--- src/rtl/hpdcache_mem_arb_pkg.sv ---
// Shared types for the hpdcache memory read arbiter: source tags, default widths and the
// request record.
package hpdcache_mem_arb_pkg;

  localparam int unsigned MemAddrWidth      = 56;
  localparam int unsigned MemIdWidth        = 6;
  localparam int unsigned MemDataWidth      = 512;
  localparam int unsigned MemMaxOutstanding = 4;

  // Encoding doubles as the MSB of the tagged memory ID.
  typedef enum logic {
    SRC_MISS = 1'b0,
    SRC_UC   = 1'b1
  } mem_src_e;

  typedef struct packed {
    logic [MemAddrWidth-1:0] addr;
    logic [7:0]              len;
    mem_src_e                src;
    logic [MemIdWidth-1:0]   id;
  } mem_req_t;

  function automatic mem_src_e other_src(input mem_src_e src);
    return (src == SRC_MISS) ? SRC_UC : SRC_MISS;
  endfunction

endpackage

--- src/rtl/hpdcache_mem_rd_arb_if.sv ---
// Bundle of every handshake channel around the memory read arbiter. Signal suffixes are
// from the arbiter's point of view; master = arbiter side, slave = cache/memory side.
interface hpdcache_mem_rd_arb_if #(
  parameter int unsigned AddrWidth = 56,
  parameter int unsigned IdWidth   = 6,
  parameter int unsigned DataWidth = 512
) ();

  logic                 miss_req_valid_i;
  logic                 miss_req_ready_o;
  logic [AddrWidth-1:0] miss_req_addr_i;
  logic [7:0]           miss_req_len_i;
  logic [IdWidth-1:0]   miss_req_id_i;

  logic                 uc_req_valid_i;
  logic                 uc_req_ready_o;
  logic [AddrWidth-1:0] uc_req_addr_i;
  logic [7:0]           uc_req_len_i;
  logic [IdWidth-1:0]   uc_req_id_i;

  logic                 mem_req_valid_o;
  logic                 mem_req_ready_i;
  logic [AddrWidth-1:0] mem_req_addr_o;
  logic [7:0]           mem_req_len_o;
  logic [IdWidth:0]     mem_req_id_o;

  logic                 mem_rsp_valid_i;
  logic                 mem_rsp_ready_o;
  logic [IdWidth:0]     mem_rsp_id_i;
  logic [DataWidth-1:0] mem_rsp_data_i;
  logic                 mem_rsp_last_i;

  logic                 miss_rsp_valid_o;
  logic                 miss_rsp_ready_i;
  logic [IdWidth-1:0]   miss_rsp_id_o;
  logic [DataWidth-1:0] miss_rsp_data_o;
  logic                 miss_rsp_last_o;

  logic                 uc_rsp_valid_o;
  logic                 uc_rsp_ready_i;
  logic [IdWidth-1:0]   uc_rsp_id_o;
  logic [DataWidth-1:0] uc_rsp_data_o;
  logic                 uc_rsp_last_o;

  logic                 idle_o;

  modport master (
    input  miss_req_valid_i, miss_req_addr_i, miss_req_len_i, miss_req_id_i,
    output miss_req_ready_o,
    input  uc_req_valid_i, uc_req_addr_i, uc_req_len_i, uc_req_id_i,
    output uc_req_ready_o,
    output mem_req_valid_o, mem_req_addr_o, mem_req_len_o, mem_req_id_o,
    input  mem_req_ready_i,
    input  mem_rsp_valid_i, mem_rsp_id_i, mem_rsp_data_i, mem_rsp_last_i,
    output mem_rsp_ready_o,
    output miss_rsp_valid_o, miss_rsp_id_o, miss_rsp_data_o, miss_rsp_last_o,
    input  miss_rsp_ready_i,
    output uc_rsp_valid_o, uc_rsp_id_o, uc_rsp_data_o, uc_rsp_last_o,
    input  uc_rsp_ready_i,
    output idle_o
  );

  modport slave (
    output miss_req_valid_i, miss_req_addr_i, miss_req_len_i, miss_req_id_i,
    input  miss_req_ready_o,
    output uc_req_valid_i, uc_req_addr_i, uc_req_len_i, uc_req_id_i,
    input  uc_req_ready_o,
    input  mem_req_valid_o, mem_req_addr_o, mem_req_len_o, mem_req_id_o,
    output mem_req_ready_i,
    output mem_rsp_valid_i, mem_rsp_id_i, mem_rsp_data_i, mem_rsp_last_i,
    input  mem_rsp_ready_o,
    input  miss_rsp_valid_o, miss_rsp_id_o, miss_rsp_data_o, miss_rsp_last_o,
    output miss_rsp_ready_i,
    input  uc_rsp_valid_o, uc_rsp_id_o, uc_rsp_data_o, uc_rsp_last_o,
    output uc_rsp_ready_i,
    input  idle_o
  );

endinterface

--- src/rtl/hpdcache_mem_req_slice.sv ---
// Valid/ready register slice: one output entry plus a spill entry, so in_ready_o is a pure
// register output while back-to-back transfers still flow at one per cycle.
module hpdcache_mem_req_slice #(
  parameter type payload_t = logic
) (
  input  logic     clk_i,
  input  logic     rst_i,
  input  logic     in_valid_i,
  output logic     in_ready_o,
  input  payload_t in_data_i,
  output logic     out_valid_o,
  input  logic     out_ready_i,
  output payload_t out_data_o
);

  logic     out_valid_q, out_valid_d;
  logic     skid_valid_q, skid_valid_d;
  payload_t out_q, out_d;
  payload_t skid_q, skid_d;
  logic     in_hs, out_free;

  assign in_ready_o  = ~skid_valid_q;
  assign in_hs       = in_valid_i & in_ready_o;
  assign out_free    = ~out_valid_q | out_ready_i;
  assign out_valid_o = out_valid_q;
  assign out_data_o  = out_q;

  always_comb begin
    out_valid_d  = out_valid_q;
    out_d        = out_q;
    skid_valid_d = skid_valid_q;
    skid_d       = skid_q;
    if (out_free) begin
      // Spill entry drains first; in_ready_o is low whenever it is occupied.
      out_valid_d  = skid_valid_q | in_hs;
      out_d        = skid_valid_q ? skid_q : in_data_i;
      skid_valid_d = 1'b0;
    end else if (in_hs) begin
      skid_valid_d = 1'b1;
      skid_d       = in_data_i;
    end
  end

  always_ff @(posedge clk_i) begin
    if (rst_i) begin
      out_valid_q  <= 1'b0;
      skid_valid_q <= 1'b0;
    end else begin
      out_valid_q  <= out_valid_d;
      skid_valid_q <= skid_valid_d;
    end
  end

  always_ff @(posedge clk_i) begin
    out_q  <= out_d;
    skid_q <= skid_d;
  end

endmodule

--- src/rtl/hpdcache_mem_rd_arb.sv ---
// Merges hpdcache miss and uncached reads onto one memory read port, tags IDs with the source
// and demuxes responses back. HPDCACHE_MEM_RD_ARB_OUT_REG_EN registers the request output.
module hpdcache_mem_rd_arb
  import hpdcache_mem_arb_pkg::*;
#(
  parameter int unsigned AddrWidth      = MemAddrWidth,
  parameter int unsigned IdWidth        = MemIdWidth,
  parameter int unsigned DataWidth      = MemDataWidth,
  parameter int unsigned MaxOutstanding = MemMaxOutstanding
) (
  input logic                   clk_i,
  input logic                   rst_i,
  hpdcache_mem_rd_arb_if.master bus_io
);

  localparam int unsigned CntWidth = $clog2(MaxOutstanding + 1);
  localparam logic [CntWidth-1:0] CntMax = CntWidth'(MaxOutstanding);

  typedef struct packed {
    logic [AddrWidth-1:0] addr;
    logic [7:0]           len;
    logic [IdWidth:0]     id;
  } req_t;

  req_t     [1:0]               req_pld;
  logic     [1:0]               req_valid, elig, inc, dec;
  logic     [1:0][CntWidth-1:0] cnt_q, cnt_d;
  mem_src_e                     rr_q, rr_d, lock_src_q, lock_src_d, gnt_src;
  logic                         lock_q, lock_d;
  logic                         gnt_valid, up_ready, src_hs;
  req_t                         gnt_pld;

  // ---------------------------------------------------------------------------------------------
  // Request arbitration
  // ---------------------------------------------------------------------------------------------
  assign req_valid  = {bus_io.uc_req_valid_i, bus_io.miss_req_valid_i};
  assign req_pld[0] = '{addr: bus_io.miss_req_addr_i, len: bus_io.miss_req_len_i,
                        id: {SRC_MISS, bus_io.miss_req_id_i}};
  assign req_pld[1] = '{addr: bus_io.uc_req_addr_i, len: bus_io.uc_req_len_i,
                        id: {SRC_UC, bus_io.uc_req_id_i}};

  for (genvar s = 0; s < 2; s++) begin : gen_elig
    assign elig[s] = req_valid[s] & (cnt_q[s] < CntMax);
  end

  // A pending grant is held until it is taken, whatever the other source does meanwhile.
  always_comb begin
    if (lock_q) begin
      gnt_src = lock_src_q;
    end else if (elig == 2'b01) begin
      gnt_src = SRC_MISS;
    end else if (elig == 2'b10) begin
      gnt_src = SRC_UC;
    end else begin
      gnt_src = rr_q;
    end
  end

  assign gnt_valid = elig[gnt_src];
  assign gnt_pld   = req_pld[gnt_src];
  assign src_hs    = gnt_valid & up_ready;

  assign bus_io.miss_req_ready_o = src_hs & (gnt_src == SRC_MISS);
  assign bus_io.uc_req_ready_o   = src_hs & (gnt_src == SRC_UC);

  always_comb begin
    rr_d       = rr_q;
    lock_d     = 1'b0;
    lock_src_d = lock_src_q;
    if (src_hs) begin
      rr_d = other_src(gnt_src);
    end else if (gnt_valid) begin
      lock_d     = 1'b1;
      lock_src_d = gnt_src;
    end
  end

`ifdef HPDCACHE_MEM_RD_ARB_OUT_REG_EN
  req_t slice_data;
  logic slice_valid;

  hpdcache_mem_req_slice #(
    .payload_t (req_t)
  ) u_req_slice (
    .clk_i       (clk_i),
    .rst_i       (rst_i),
    .in_valid_i  (gnt_valid),
    .in_ready_o  (up_ready),
    .in_data_i   (gnt_pld),
    .out_valid_o (slice_valid),
    .out_ready_i (bus_io.mem_req_ready_i),
    .out_data_o  (slice_data)
  );

  assign bus_io.mem_req_valid_o = slice_valid;
  assign bus_io.mem_req_addr_o  = slice_data.addr;
  assign bus_io.mem_req_len_o   = slice_data.len;
  assign bus_io.mem_req_id_o    = slice_data.id;
`else
  assign up_ready               = bus_io.mem_req_ready_i;
  assign bus_io.mem_req_valid_o = gnt_valid;
  assign bus_io.mem_req_addr_o  = gnt_pld.addr;
  assign bus_io.mem_req_len_o   = gnt_pld.len;
  assign bus_io.mem_req_id_o    = gnt_pld.id;
`endif

  // ---------------------------------------------------------------------------------------------
  // Response demux
  // ---------------------------------------------------------------------------------------------
  logic                 rsp_sel, rsp_done;
  logic [DataWidth-1:0] rsp_data;

  assign rsp_sel  = bus_io.mem_rsp_id_i[IdWidth];
  assign rsp_data = bus_io.mem_rsp_data_i;

  assign bus_io.mem_rsp_ready_o  = rsp_sel ? bus_io.uc_rsp_ready_i : bus_io.miss_rsp_ready_i;
  assign bus_io.miss_rsp_valid_o = bus_io.mem_rsp_valid_i & ~rsp_sel;
  assign bus_io.uc_rsp_valid_o   = bus_io.mem_rsp_valid_i & rsp_sel;
  assign bus_io.miss_rsp_id_o    = bus_io.mem_rsp_id_i[IdWidth-1:0];
  assign bus_io.uc_rsp_id_o      = bus_io.mem_rsp_id_i[IdWidth-1:0];
  assign bus_io.miss_rsp_data_o  = rsp_data;
  assign bus_io.uc_rsp_data_o    = rsp_data;
  assign bus_io.miss_rsp_last_o  = bus_io.mem_rsp_last_i;
  assign bus_io.uc_rsp_last_o    = bus_io.mem_rsp_last_i;

  assign rsp_done = bus_io.mem_rsp_valid_i & bus_io.mem_rsp_ready_o & bus_io.mem_rsp_last_i;

  // ---------------------------------------------------------------------------------------------
  // Outstanding counters
  // ---------------------------------------------------------------------------------------------
  assign inc = {src_hs & (gnt_src == SRC_UC), src_hs & (gnt_src == SRC_MISS)};

  // A stray last beat on an empty counter is dropped rather than wrapping it.
  assign dec = {rsp_done & rsp_sel & (cnt_q[1] != '0), rsp_done & ~rsp_sel & (cnt_q[0] != '0)};

  always_comb begin
    cnt_d = cnt_q;
    for (int s = 0; s < 2; s++) begin
      if (inc[s] && !dec[s]) begin
        cnt_d[s] = cnt_q[s] + CntWidth'(1);
      end else if (dec[s] && !inc[s]) begin
        cnt_d[s] = cnt_q[s] - CntWidth'(1);
      end
    end
  end

  assign bus_io.idle_o = (cnt_q[0] == '0) & (cnt_q[1] == '0);

  always_ff @(posedge clk_i) begin
    if (rst_i) begin
      cnt_q      <= '0;
      rr_q       <= SRC_MISS;
      lock_q     <= 1'b0;
      lock_src_q <= SRC_MISS;
    end else begin
      cnt_q      <= cnt_d;
      rr_q       <= rr_d;
      lock_q     <= lock_d;
      lock_src_q <= lock_src_d;
    end
  end

  rsp_last_underflow_a: assert property (
    @(posedge clk_i) disable iff (rst_i) !(rsp_done && (cnt_q[rsp_sel] == '0))
  );

endmodule

--- src/flat_wrapper.sv ---
// flat-port wrapper written by rule: the top's interface ports become plain ports
module hpdcache_mem_rd_arb_flat import hpdcache_mem_arb_pkg::*;
#(
  parameter int unsigned AddrWidth      = MemAddrWidth,
  parameter int unsigned IdWidth        = MemIdWidth,
  parameter int unsigned DataWidth      = MemDataWidth,
  parameter int unsigned MaxOutstanding = MemMaxOutstanding
)
  (clk_i, rst_i, bus_io_miss_req_valid_i, bus_io_miss_req_addr_i, bus_io_miss_req_len_i, bus_io_miss_req_id_i, bus_io_miss_req_ready_o, bus_io_uc_req_valid_i, bus_io_uc_req_addr_i, bus_io_uc_req_len_i, bus_io_uc_req_id_i, bus_io_uc_req_ready_o, bus_io_mem_req_valid_o, bus_io_mem_req_addr_o, bus_io_mem_req_len_o, bus_io_mem_req_id_o, bus_io_mem_req_ready_i, bus_io_mem_rsp_valid_i, bus_io_mem_rsp_id_i, bus_io_mem_rsp_data_i, bus_io_mem_rsp_last_i, bus_io_mem_rsp_ready_o, bus_io_miss_rsp_valid_o, bus_io_miss_rsp_id_o, bus_io_miss_rsp_data_o, bus_io_miss_rsp_last_o, bus_io_miss_rsp_ready_i, bus_io_uc_rsp_valid_o, bus_io_uc_rsp_id_o, bus_io_uc_rsp_data_o, bus_io_uc_rsp_last_o, bus_io_uc_rsp_ready_i, bus_io_idle_o);
  hpdcache_mem_rd_arb_if #(.AddrWidth(AddrWidth), .IdWidth(IdWidth), .DataWidth(DataWidth)) bus_io_i ();
  input logic clk_i;
  input logic rst_i;
  input wire logic [$bits(bus_io_i.miss_req_valid_i)-1:0] bus_io_miss_req_valid_i;
  input wire logic [$bits(bus_io_i.miss_req_addr_i)-1:0] bus_io_miss_req_addr_i;
  input wire logic [$bits(bus_io_i.miss_req_len_i)-1:0] bus_io_miss_req_len_i;
  input wire logic [$bits(bus_io_i.miss_req_id_i)-1:0] bus_io_miss_req_id_i;
  output wire logic [$bits(bus_io_i.miss_req_ready_o)-1:0] bus_io_miss_req_ready_o;
  input wire logic [$bits(bus_io_i.uc_req_valid_i)-1:0] bus_io_uc_req_valid_i;
  input wire logic [$bits(bus_io_i.uc_req_addr_i)-1:0] bus_io_uc_req_addr_i;
  input wire logic [$bits(bus_io_i.uc_req_len_i)-1:0] bus_io_uc_req_len_i;
  input wire logic [$bits(bus_io_i.uc_req_id_i)-1:0] bus_io_uc_req_id_i;
  output wire logic [$bits(bus_io_i.uc_req_ready_o)-1:0] bus_io_uc_req_ready_o;
  output wire logic [$bits(bus_io_i.mem_req_valid_o)-1:0] bus_io_mem_req_valid_o;
  output wire logic [$bits(bus_io_i.mem_req_addr_o)-1:0] bus_io_mem_req_addr_o;
  output wire logic [$bits(bus_io_i.mem_req_len_o)-1:0] bus_io_mem_req_len_o;
  output wire logic [$bits(bus_io_i.mem_req_id_o)-1:0] bus_io_mem_req_id_o;
  input wire logic [$bits(bus_io_i.mem_req_ready_i)-1:0] bus_io_mem_req_ready_i;
  input wire logic [$bits(bus_io_i.mem_rsp_valid_i)-1:0] bus_io_mem_rsp_valid_i;
  input wire logic [$bits(bus_io_i.mem_rsp_id_i)-1:0] bus_io_mem_rsp_id_i;
  input wire logic [$bits(bus_io_i.mem_rsp_data_i)-1:0] bus_io_mem_rsp_data_i;
  input wire logic [$bits(bus_io_i.mem_rsp_last_i)-1:0] bus_io_mem_rsp_last_i;
  output wire logic [$bits(bus_io_i.mem_rsp_ready_o)-1:0] bus_io_mem_rsp_ready_o;
  output wire logic [$bits(bus_io_i.miss_rsp_valid_o)-1:0] bus_io_miss_rsp_valid_o;
  output wire logic [$bits(bus_io_i.miss_rsp_id_o)-1:0] bus_io_miss_rsp_id_o;
  output wire logic [$bits(bus_io_i.miss_rsp_data_o)-1:0] bus_io_miss_rsp_data_o;
  output wire logic [$bits(bus_io_i.miss_rsp_last_o)-1:0] bus_io_miss_rsp_last_o;
  input wire logic [$bits(bus_io_i.miss_rsp_ready_i)-1:0] bus_io_miss_rsp_ready_i;
  output wire logic [$bits(bus_io_i.uc_rsp_valid_o)-1:0] bus_io_uc_rsp_valid_o;
  output wire logic [$bits(bus_io_i.uc_rsp_id_o)-1:0] bus_io_uc_rsp_id_o;
  output wire logic [$bits(bus_io_i.uc_rsp_data_o)-1:0] bus_io_uc_rsp_data_o;
  output wire logic [$bits(bus_io_i.uc_rsp_last_o)-1:0] bus_io_uc_rsp_last_o;
  input wire logic [$bits(bus_io_i.uc_rsp_ready_i)-1:0] bus_io_uc_rsp_ready_i;
  output wire logic [$bits(bus_io_i.idle_o)-1:0] bus_io_idle_o;
  assign bus_io_i.miss_req_valid_i = bus_io_miss_req_valid_i;
  assign bus_io_i.miss_req_addr_i = bus_io_miss_req_addr_i;
  assign bus_io_i.miss_req_len_i = bus_io_miss_req_len_i;
  assign bus_io_i.miss_req_id_i = bus_io_miss_req_id_i;
  assign bus_io_miss_req_ready_o = bus_io_i.miss_req_ready_o;
  assign bus_io_i.uc_req_valid_i = bus_io_uc_req_valid_i;
  assign bus_io_i.uc_req_addr_i = bus_io_uc_req_addr_i;
  assign bus_io_i.uc_req_len_i = bus_io_uc_req_len_i;
  assign bus_io_i.uc_req_id_i = bus_io_uc_req_id_i;
  assign bus_io_uc_req_ready_o = bus_io_i.uc_req_ready_o;
  assign bus_io_mem_req_valid_o = bus_io_i.mem_req_valid_o;
  assign bus_io_mem_req_addr_o = bus_io_i.mem_req_addr_o;
  assign bus_io_mem_req_len_o = bus_io_i.mem_req_len_o;
  assign bus_io_mem_req_id_o = bus_io_i.mem_req_id_o;
  assign bus_io_i.mem_req_ready_i = bus_io_mem_req_ready_i;
  assign bus_io_i.mem_rsp_valid_i = bus_io_mem_rsp_valid_i;
  assign bus_io_i.mem_rsp_id_i = bus_io_mem_rsp_id_i;
  assign bus_io_i.mem_rsp_data_i = bus_io_mem_rsp_data_i;
  assign bus_io_i.mem_rsp_last_i = bus_io_mem_rsp_last_i;
  assign bus_io_mem_rsp_ready_o = bus_io_i.mem_rsp_ready_o;
  assign bus_io_miss_rsp_valid_o = bus_io_i.miss_rsp_valid_o;
  assign bus_io_miss_rsp_id_o = bus_io_i.miss_rsp_id_o;
  assign bus_io_miss_rsp_data_o = bus_io_i.miss_rsp_data_o;
  assign bus_io_miss_rsp_last_o = bus_io_i.miss_rsp_last_o;
  assign bus_io_i.miss_rsp_ready_i = bus_io_miss_rsp_ready_i;
  assign bus_io_uc_rsp_valid_o = bus_io_i.uc_rsp_valid_o;
  assign bus_io_uc_rsp_id_o = bus_io_i.uc_rsp_id_o;
  assign bus_io_uc_rsp_data_o = bus_io_i.uc_rsp_data_o;
  assign bus_io_uc_rsp_last_o = bus_io_i.uc_rsp_last_o;
  assign bus_io_i.uc_rsp_ready_i = bus_io_uc_rsp_ready_i;
  assign bus_io_idle_o = bus_io_i.idle_o;
  hpdcache_mem_rd_arb #(.AddrWidth(AddrWidth), .IdWidth(IdWidth), .DataWidth(DataWidth), .MaxOutstanding(MaxOutstanding)) u_core (.clk_i(clk_i), .rst_i(rst_i), .bus_io(bus_io_i));
endmodule
--- config.mk ---
export PLATFORM = sky130hd
export DESIGN_NAME = hpdcache_mem_rd_arb_flat
export DESIGN_NICKNAME = d
export VERILOG_FILES = /design/src/rtl/hpdcache_mem_arb_pkg.sv /design/src/rtl/hpdcache_mem_rd_arb_if.sv /design/src/rtl/hpdcache_mem_req_slice.sv /design/src/rtl/hpdcache_mem_rd_arb.sv /design/src/flat_wrapper.sv
export SDC_FILE = /design/constraint.sdc
export NUM_CORES = 1
export LEC_CHECK = 0
export CAP_MARGIN = 20
export CORE_AREA = 4 4 685 687
export DETAILED_ROUTE_END_ITERATION = 6
export DIE_AREA = 0 0 689 691
export HOLD_SLACK_MARGIN = 0.02
export PLACE_DENSITY_LB_ADDON = 0.1
export REMOVE_ABC_BUFFERS = 1
export SLEW_MARGIN = 20
export SYNTH_ARGS = -nofsm -noshare
export SYNTH_HDL_FRONTEND = slang
export SYNTH_HIERARCHICAL = 1
export SYNTH_SLANG_ARGS = --single-unit
--- constraint.sdc ---
create_clock -name clk_i -period 3.7 [get_ports clk_i]
set_clock_uncertainty 0.15 [all_clocks]
set_input_delay 0.74 -clock clk_i [delete_from_list [all_inputs] [get_ports clk_i]]
set_output_delay 0.74 -clock clk_i [all_outputs]
set_load 0.02 [all_outputs]
-- Word level (Yosys, flattened, before mapping)
Cells that the tools add are included.
- register bits after elaboration: 9
- bits of input ports: 668
- output and inout bits: 1116
- word-level logic and storage cells: 61
- add/subtract/negate cells: 4
- magnitude comparators: 3
- eq/ne operators: 2
- mux-type cells: 14
- bitwise gates (word level): 17
- reductions and logical operators: 16
- operator list (kind ; number):
    $mux 71 ; 2
    $and 1x1->1 ; 14
    $mux 3 ; 4
    $mux 1 ; 8
    $add 3x1->3 const B ; 2
    $logic_not 3->1 ; 2
    $lt 3x3->1 const B ; 2
    $reduce_bool 3->1 ; 2
    $sub 3x1->3 const B ; 2
    $logic_and 1x1->1 ; 4
    $logic_not 1->1 ; 4
    $reduce_bool 2->1 ; 2
    $not 1->1 ; 3
    $eq 2x1->1 const B ; 1
    $eq 2x2->1 const B ; 1
    $lt 1x2->1 const B ; 1
    $reduce_and 2->1 ; 1
    $reduce_or 2->1 ; 1

-- Longest topological paths before layout
- depth in word-level cells: 14
- mapped depth: 10
- mapped depth without buffers: 8

-- Worst setup path after synthesis
No wires, ideal clock.
- path type: input-to-reg
- start point: input port bus_io_miss_req_valid_i
- end point: register u_core/cnt_q[5] (netlist bit)
- library setup time: 0.070 ns
- arrival time: 3.743 ns
- required time: 3.480 ns
- setup slack: -0.263 ns
- stages: 10
- path buffers: 2
- cells stage by stage: nor2b_1 -> buf_2 -> buf_4 -> a2111oi_0 -> ha_1 -> inv_1 -> fa_1 -> xor2_1 -> or3_1 -> a21oi_1
- word-level cells in the longest chain between the ends: 12
- elaborated cells on any way between the ends: 15
- classes of those cells: eq/ne (2); mux (6); bitwise (3); reduce/logical (4)
- RTL lines (what ; line ; text):
    from (decl) ; flat_wrapper.sv:13 ; input wire logic [$bits(bus_io_i.miss_req_valid_i)-1:0] bus_io_miss_req_valid_i;
    $and 1x1->1 * ; hpdcache_mem_rd_arb.sv:43 ; assign elig[s] = req_valid[s] & (cnt_q[s] < CntMax);
    $eq 2x2->1 ; hpdcache_mem_rd_arb.sv:52 ; end else if (elig == 2'b10) begin
    $mux 1 ; hpdcache_mem_rd_arb.sv:52 ;
    $mux 1 ; hpdcache_mem_rd_arb.sv:50 ; end else if (elig == 2'b01) begin
    $mux 1 ; hpdcache_mem_rd_arb.sv:48 ; if (lock_q) begin
    $mux 1 (not written as such) (2 in series) ; hpdcache_mem_rd_arb.sv:59 ; assign gnt_valid = elig[gnt_src];
    $and 1x1->1 ; hpdcache_mem_rd_arb.sv:61 ; assign src_hs = gnt_valid & up_ready;
    $and 1x1->1 * ; n/a ;
    named net bus_io_uc_req_ready_o ; flat_wrapper.sv:22 ; output wire logic [$bits(bus_io_i.uc_req_ready_o)-1:0] bus_io_uc_req_ready_o;
    $logic_not 1->1 ; hpdcache_mem_rd_arb.sv:141 ; end else if (dec[s] && !inc[s]) begin
    $logic_and 1x1->1 ; hpdcache_mem_rd_arb.sv:141 ;
    $reduce_bool 2->1 (no line) ; n/a ;
    to (signal assigned) ; hpdcache_mem_rd_arb.sv:156 ; cnt_q <= cnt_d;
    to (decl) ; hpdcache_mem_rd_arb.sv:27 ; logic [1:0][CntWidth-1:0] cnt_q, cnt_d;
The timed path passes the listed nets; every way through them passes the cells marked *. The select of a mux whose other input is x is not followed.
A chain may end at the register's enable or synchronous reset.

-- Worst setup path in the final report
- start point: input port bus_io_uc_req_valid_i
- end point: output port bus_io_mem_req_addr_o[13]
- word-level cells in the longest chain between the ends: 7
- elaborated cells on any way between the ends: 8
- classes of those cells: eq/ne (2); mux (5); bitwise (1)
- RTL lines (what ; line ; text):
    from (decl) ; flat_wrapper.sv:18 ; input wire logic [$bits(bus_io_i.uc_req_valid_i)-1:0] bus_io_uc_req_valid_i;
    $and 1x1->1 * ; hpdcache_mem_rd_arb.sv:43 ;
    $eq 2x2->1 ; hpdcache_mem_rd_arb.sv:52 ;
    $mux 1 ; hpdcache_mem_rd_arb.sv:52 ;
    $mux 1 * ; hpdcache_mem_rd_arb.sv:50 ;
    $mux 1 * ; hpdcache_mem_rd_arb.sv:48 ;
    $mux 71 (not written as such) * (2 in series) ; hpdcache_mem_rd_arb.sv:60 ; assign gnt_pld = req_pld[gnt_src];
    to (decl) ; flat_wrapper.sv:24 ; output wire logic [$bits(bus_io_i.mem_req_addr_o)-1:0] bus_io_mem_req_addr_o;
Every way passes the cells marked *; elsewhere a longest branch is shown, timed or not. The select of a mux whose other input is x is not followed.

==> results.tsv <==
stage	metric	value	unit
worst_setup_path	WP data required	2.81	ns
floorplan	core area	462900	sq um
place	RePlAce Congestion	0.8494	
routing	DRT iter0 DRCs	1915	
hold_path	worst hold path type	reg -> reg	
yosys	Seq cells post-synth	9	
finish	share of post-route cells with drive strength above 1	28.43	%
routing	via count	12040	
yosys	Yosys Warn Count	6	
clocking	total clock sinks	9	
timing	worst hold margin	0.3432	ns
yosys	Post-Synthesis Cells	1524	
finish	commonest non-fill, non-tap cell in the layout	clkdlybuf4s50_1	
routing	Routed Antenna Nets	0	
worst_setup_path	Startpoint Class	input pin	
clocking	TritonCTS buffer count	3	
yosys	Synth top area share	66.70	%
routing	Vias per Instance	1.739	
yosys	top post-synthesis cells by area	buf_4 (67%), o311ai_2 (9.6%), a32oi_1 (5.2%)	
floorplan	Initial Util	2.531	%
timing	RSZ-0062 raised after global routing	false	
floorplan	Die X	689	um
routing	Routed WL	669200	um
place	hpwl dp	630300	um
finish	post-layout net count	1394	
worst_setup_path	WS Path Type	in -> out	
timing	Worst Tran Pin Value	0.7948	ns
yosys	Synth Flop Type	dfxtp_1	
grt	Total GRT Usage	27.09	%
grt	vias in the first global route	8215	
power	Peak VDD IR	0.0001029	V
worst_setup_path	CP max FO	32	
timing	Total Neg Setup Slack	0	ns
timing	Pins Over Slew Limit	0	
worst_setup_path	CP most frequent cell	buf_12	
worst_setup_path	slowest CP cell	clkdlybuf4s15_1	
worst_setup_path	WP data arrival	2.63	ns
timing	final setup violation count	0	
worst_setup_path	CP delay by family, top	buffers and inverters	
outcome	outcome	finished with violations	
routing	Pre-antenna DRT Iters	7	
finish	non-filler cells, final	6923	
routing	routed len/inst	96.67	um
grt	total grt overflow	0	
clocking	CTS tree	yes	
timing	Max-slew headroom	47.02	%
clocking	insertion delay to the later sink of the worst-skew pair	0.24	ns
routing	Residual DRC	24	
clocking	Reg clk slew, reported paths	0.04	ns
yosys	count of different cell masters after synthesis	38	
yosys	async set or reset register ratio after synthesis	0	%
worst_setup_path	Crit path largest cell delay	0.28	ns
outcome	failing checks	DRC	
run	max_cap viols	0	
power	Pwr per Cell Area	176.4	nW/um^2
finish	Fillers	55270	
worst_setup_path	WP buf/inv	7	
clocking	htree depth	1	
grt	largest net degree at the start of global routing	66	
finish	most frequent cells in the layout	clkdlybuf4s50_1 (154), inv_1 (75), nor2b_1 (73), o211ai_1 (70), a32oi_1 (69)	
worst_setup_path	Cell Chain, Critical Path	clkdlybuf4s15_1 -> nand2b_4 -> buf_4 -> buf_12 -> buf_6 -> buf_12 -> o211ai_1 -> o311ai_4 -> buf_4 -> buf_12	
grt	first-pass GRT wire length	690700	um
timing	final hold violations	0	
timing	fmax	0.2838	GHz
floorplan	die area	476100	sq um
worst_setup_path	Critical Path End Type	output pin	
floorplan	# rows	250	
clocking	root buffer cell	clkbuf_16	
yosys	largest area contributor in the netlist	buf_4	
finish	Multi-input gate area	3218	sq um
floorplan	Ports	1784	
timing	setup ws final	0.1768	ns
grt	initial antenna violation count	47	
place	placed cell count	6885	
timing	minimum clock period	3.523	ns
power	Leak Pwr	2.792	nW
yosys	Post-synth EDFFs	0	
yosys	Seq/Total Area, Yosys	1.538	%
finish	area grow syn2layout	27.06	%
yosys	synthesized area	11720	sq um
place	pre-CTS setup slack	-0.5192	ns
finish	Sequential Area	183.9	sq um
floorplan	Die H	691	um
clocking	CTS Buffer Depth	2	
timing	Final Cycle Share	95.22	%
place	# port buffers	229	
yosys	syn_area_per_cell	7.688	sq um
==> routing by layer <==
layer | global-route usage (%) | share of wire, % | up-vias
li1 | - | - | 2434
met1 | 9.763 | 13 | 4725
met2 | 43.62 | 45 | 4199
met3 | 34.20 | 27 | 585
met4 | 28.42 | 13 | 98
met5 | 18.42 | 1.8 | -
==> report_power, final <==
part           internal (mW)  switching [mW]  total [mW]  leakage, nW
clock network          0.145          0.0579       0.203       0.0383
logic                  0.983            1.31        2.30         2.68
registers              0.109          0.0176       0.127       0.0745
total                   1.24            1.39        2.63         2.79
==> cells in the mapped netlist, drive strengths merged (2+ instances only) <==
library cell	number
buf	1067
inv	75
nor2b	74
a32oi	70
o211ai	70
o311ai	70
clkbuf	42
dfxtp	9
nor2	6
a21oi	5
xor2	4
nand2	3
o21ai	3
or3	3
a2111oi	2
fa	2
ha	2
mux2i	2
nand2b	2
==> cell type report <==
| class | instances | area share [%] |
|---|---|---|
| flip-flops and latches | 9 | 1.235 |
| clock buffers | 4 | 0.5295 |
| repair buffers | 302 | 22.37 |
| well taps | 6174 | 51.89 |
| multi-input cells | 331 | 21.62 |
| diodes | 28 | 0.4707 |
| inverters | 75 | 1.891 |
==> worst reg2reg max path: cells and delay by family (launching register included) <==
kind / cells / cell delay, ns
AOI/OAI and AO/OA: 2 / 0.54
xor gates and xnor gates: 1 / 0.17
adders and majority gates: 2 / 0.54
buffers and inverters: 4 / 0.55
DFF: 1 / 0.48
and+or+nand+nor: 2 / 0.42
==> flip-flops by register name (all words and copies together), names as in the netlist <==
| signal | cells |
|---|---|
| u_core/rr_q | 1 |
| u_core/cnt_q | 6 |
| u_core/lock_src_q | 1 |
| u_core/lock_q | 1 |
==> stage by stage <==
stage | total power [mW] | utilization [%] | area (sq um)
detailed placement | 2.449 | 3.148 | 14570
finish | 2.627 | 3.216 | 14890
global route | 2.764 | 3.201 | 14820
global placement | 2.465 | 3.148 | 14570
CTS | 2.701 | 3.205 | 14840
floorplan | 1.005 | - | 3571
==> worst paths after layout <==
| path | startpoint | cells after the start | end | slack [ns] |
|---|---|---|---|---|
| max | bus_io_uc_req_valid_i | 10 | bus_io_mem_req_addr_o[13] | 0.18 |
| min | u_core/lock_src_q$_SDFFE_PP0P_ | 2 | u_core/lock_src_q$_SDFFE_PP0P_ | 0.34 |
| max reg2reg | u_core/cnt_q[2]$_SDFFE_PP0P_ | 11 | u_core/cnt_q[5]$_SDFFE_PP0P_ | 0.77 |
| min reg2reg | u_core/lock_src_q$_SDFFE_PP0P_ | 2 | u_core/lock_src_q$_SDFFE_PP0P_ | 0.34 |
==> kinds of logic after synthesis <==
kind of cell	share of synthesized area (%)
XOR/XNOR	0.2990
adder cells (fa/ha/maj)	0.5553
flip-flops	1.538
AO/OA/AOI/OAI	20.41
buffers and inverters	71.92
AND/OR/NAND/NOR	5.105
multiplexers	0.1709
==> repair_timing <==
| item | CTS | global route |
|---|---|---|
| resized for setup | 105 | 22 |
| pin swaps | 2 | 3 |
| endpoints found under the setup margin | 65 | 23 |
| gates cloned | 1 | 0 |
| hold buffers | 0 | 0 |
| setup buffers | 5 | 1 |
Power figures use the tool's default switching activity.
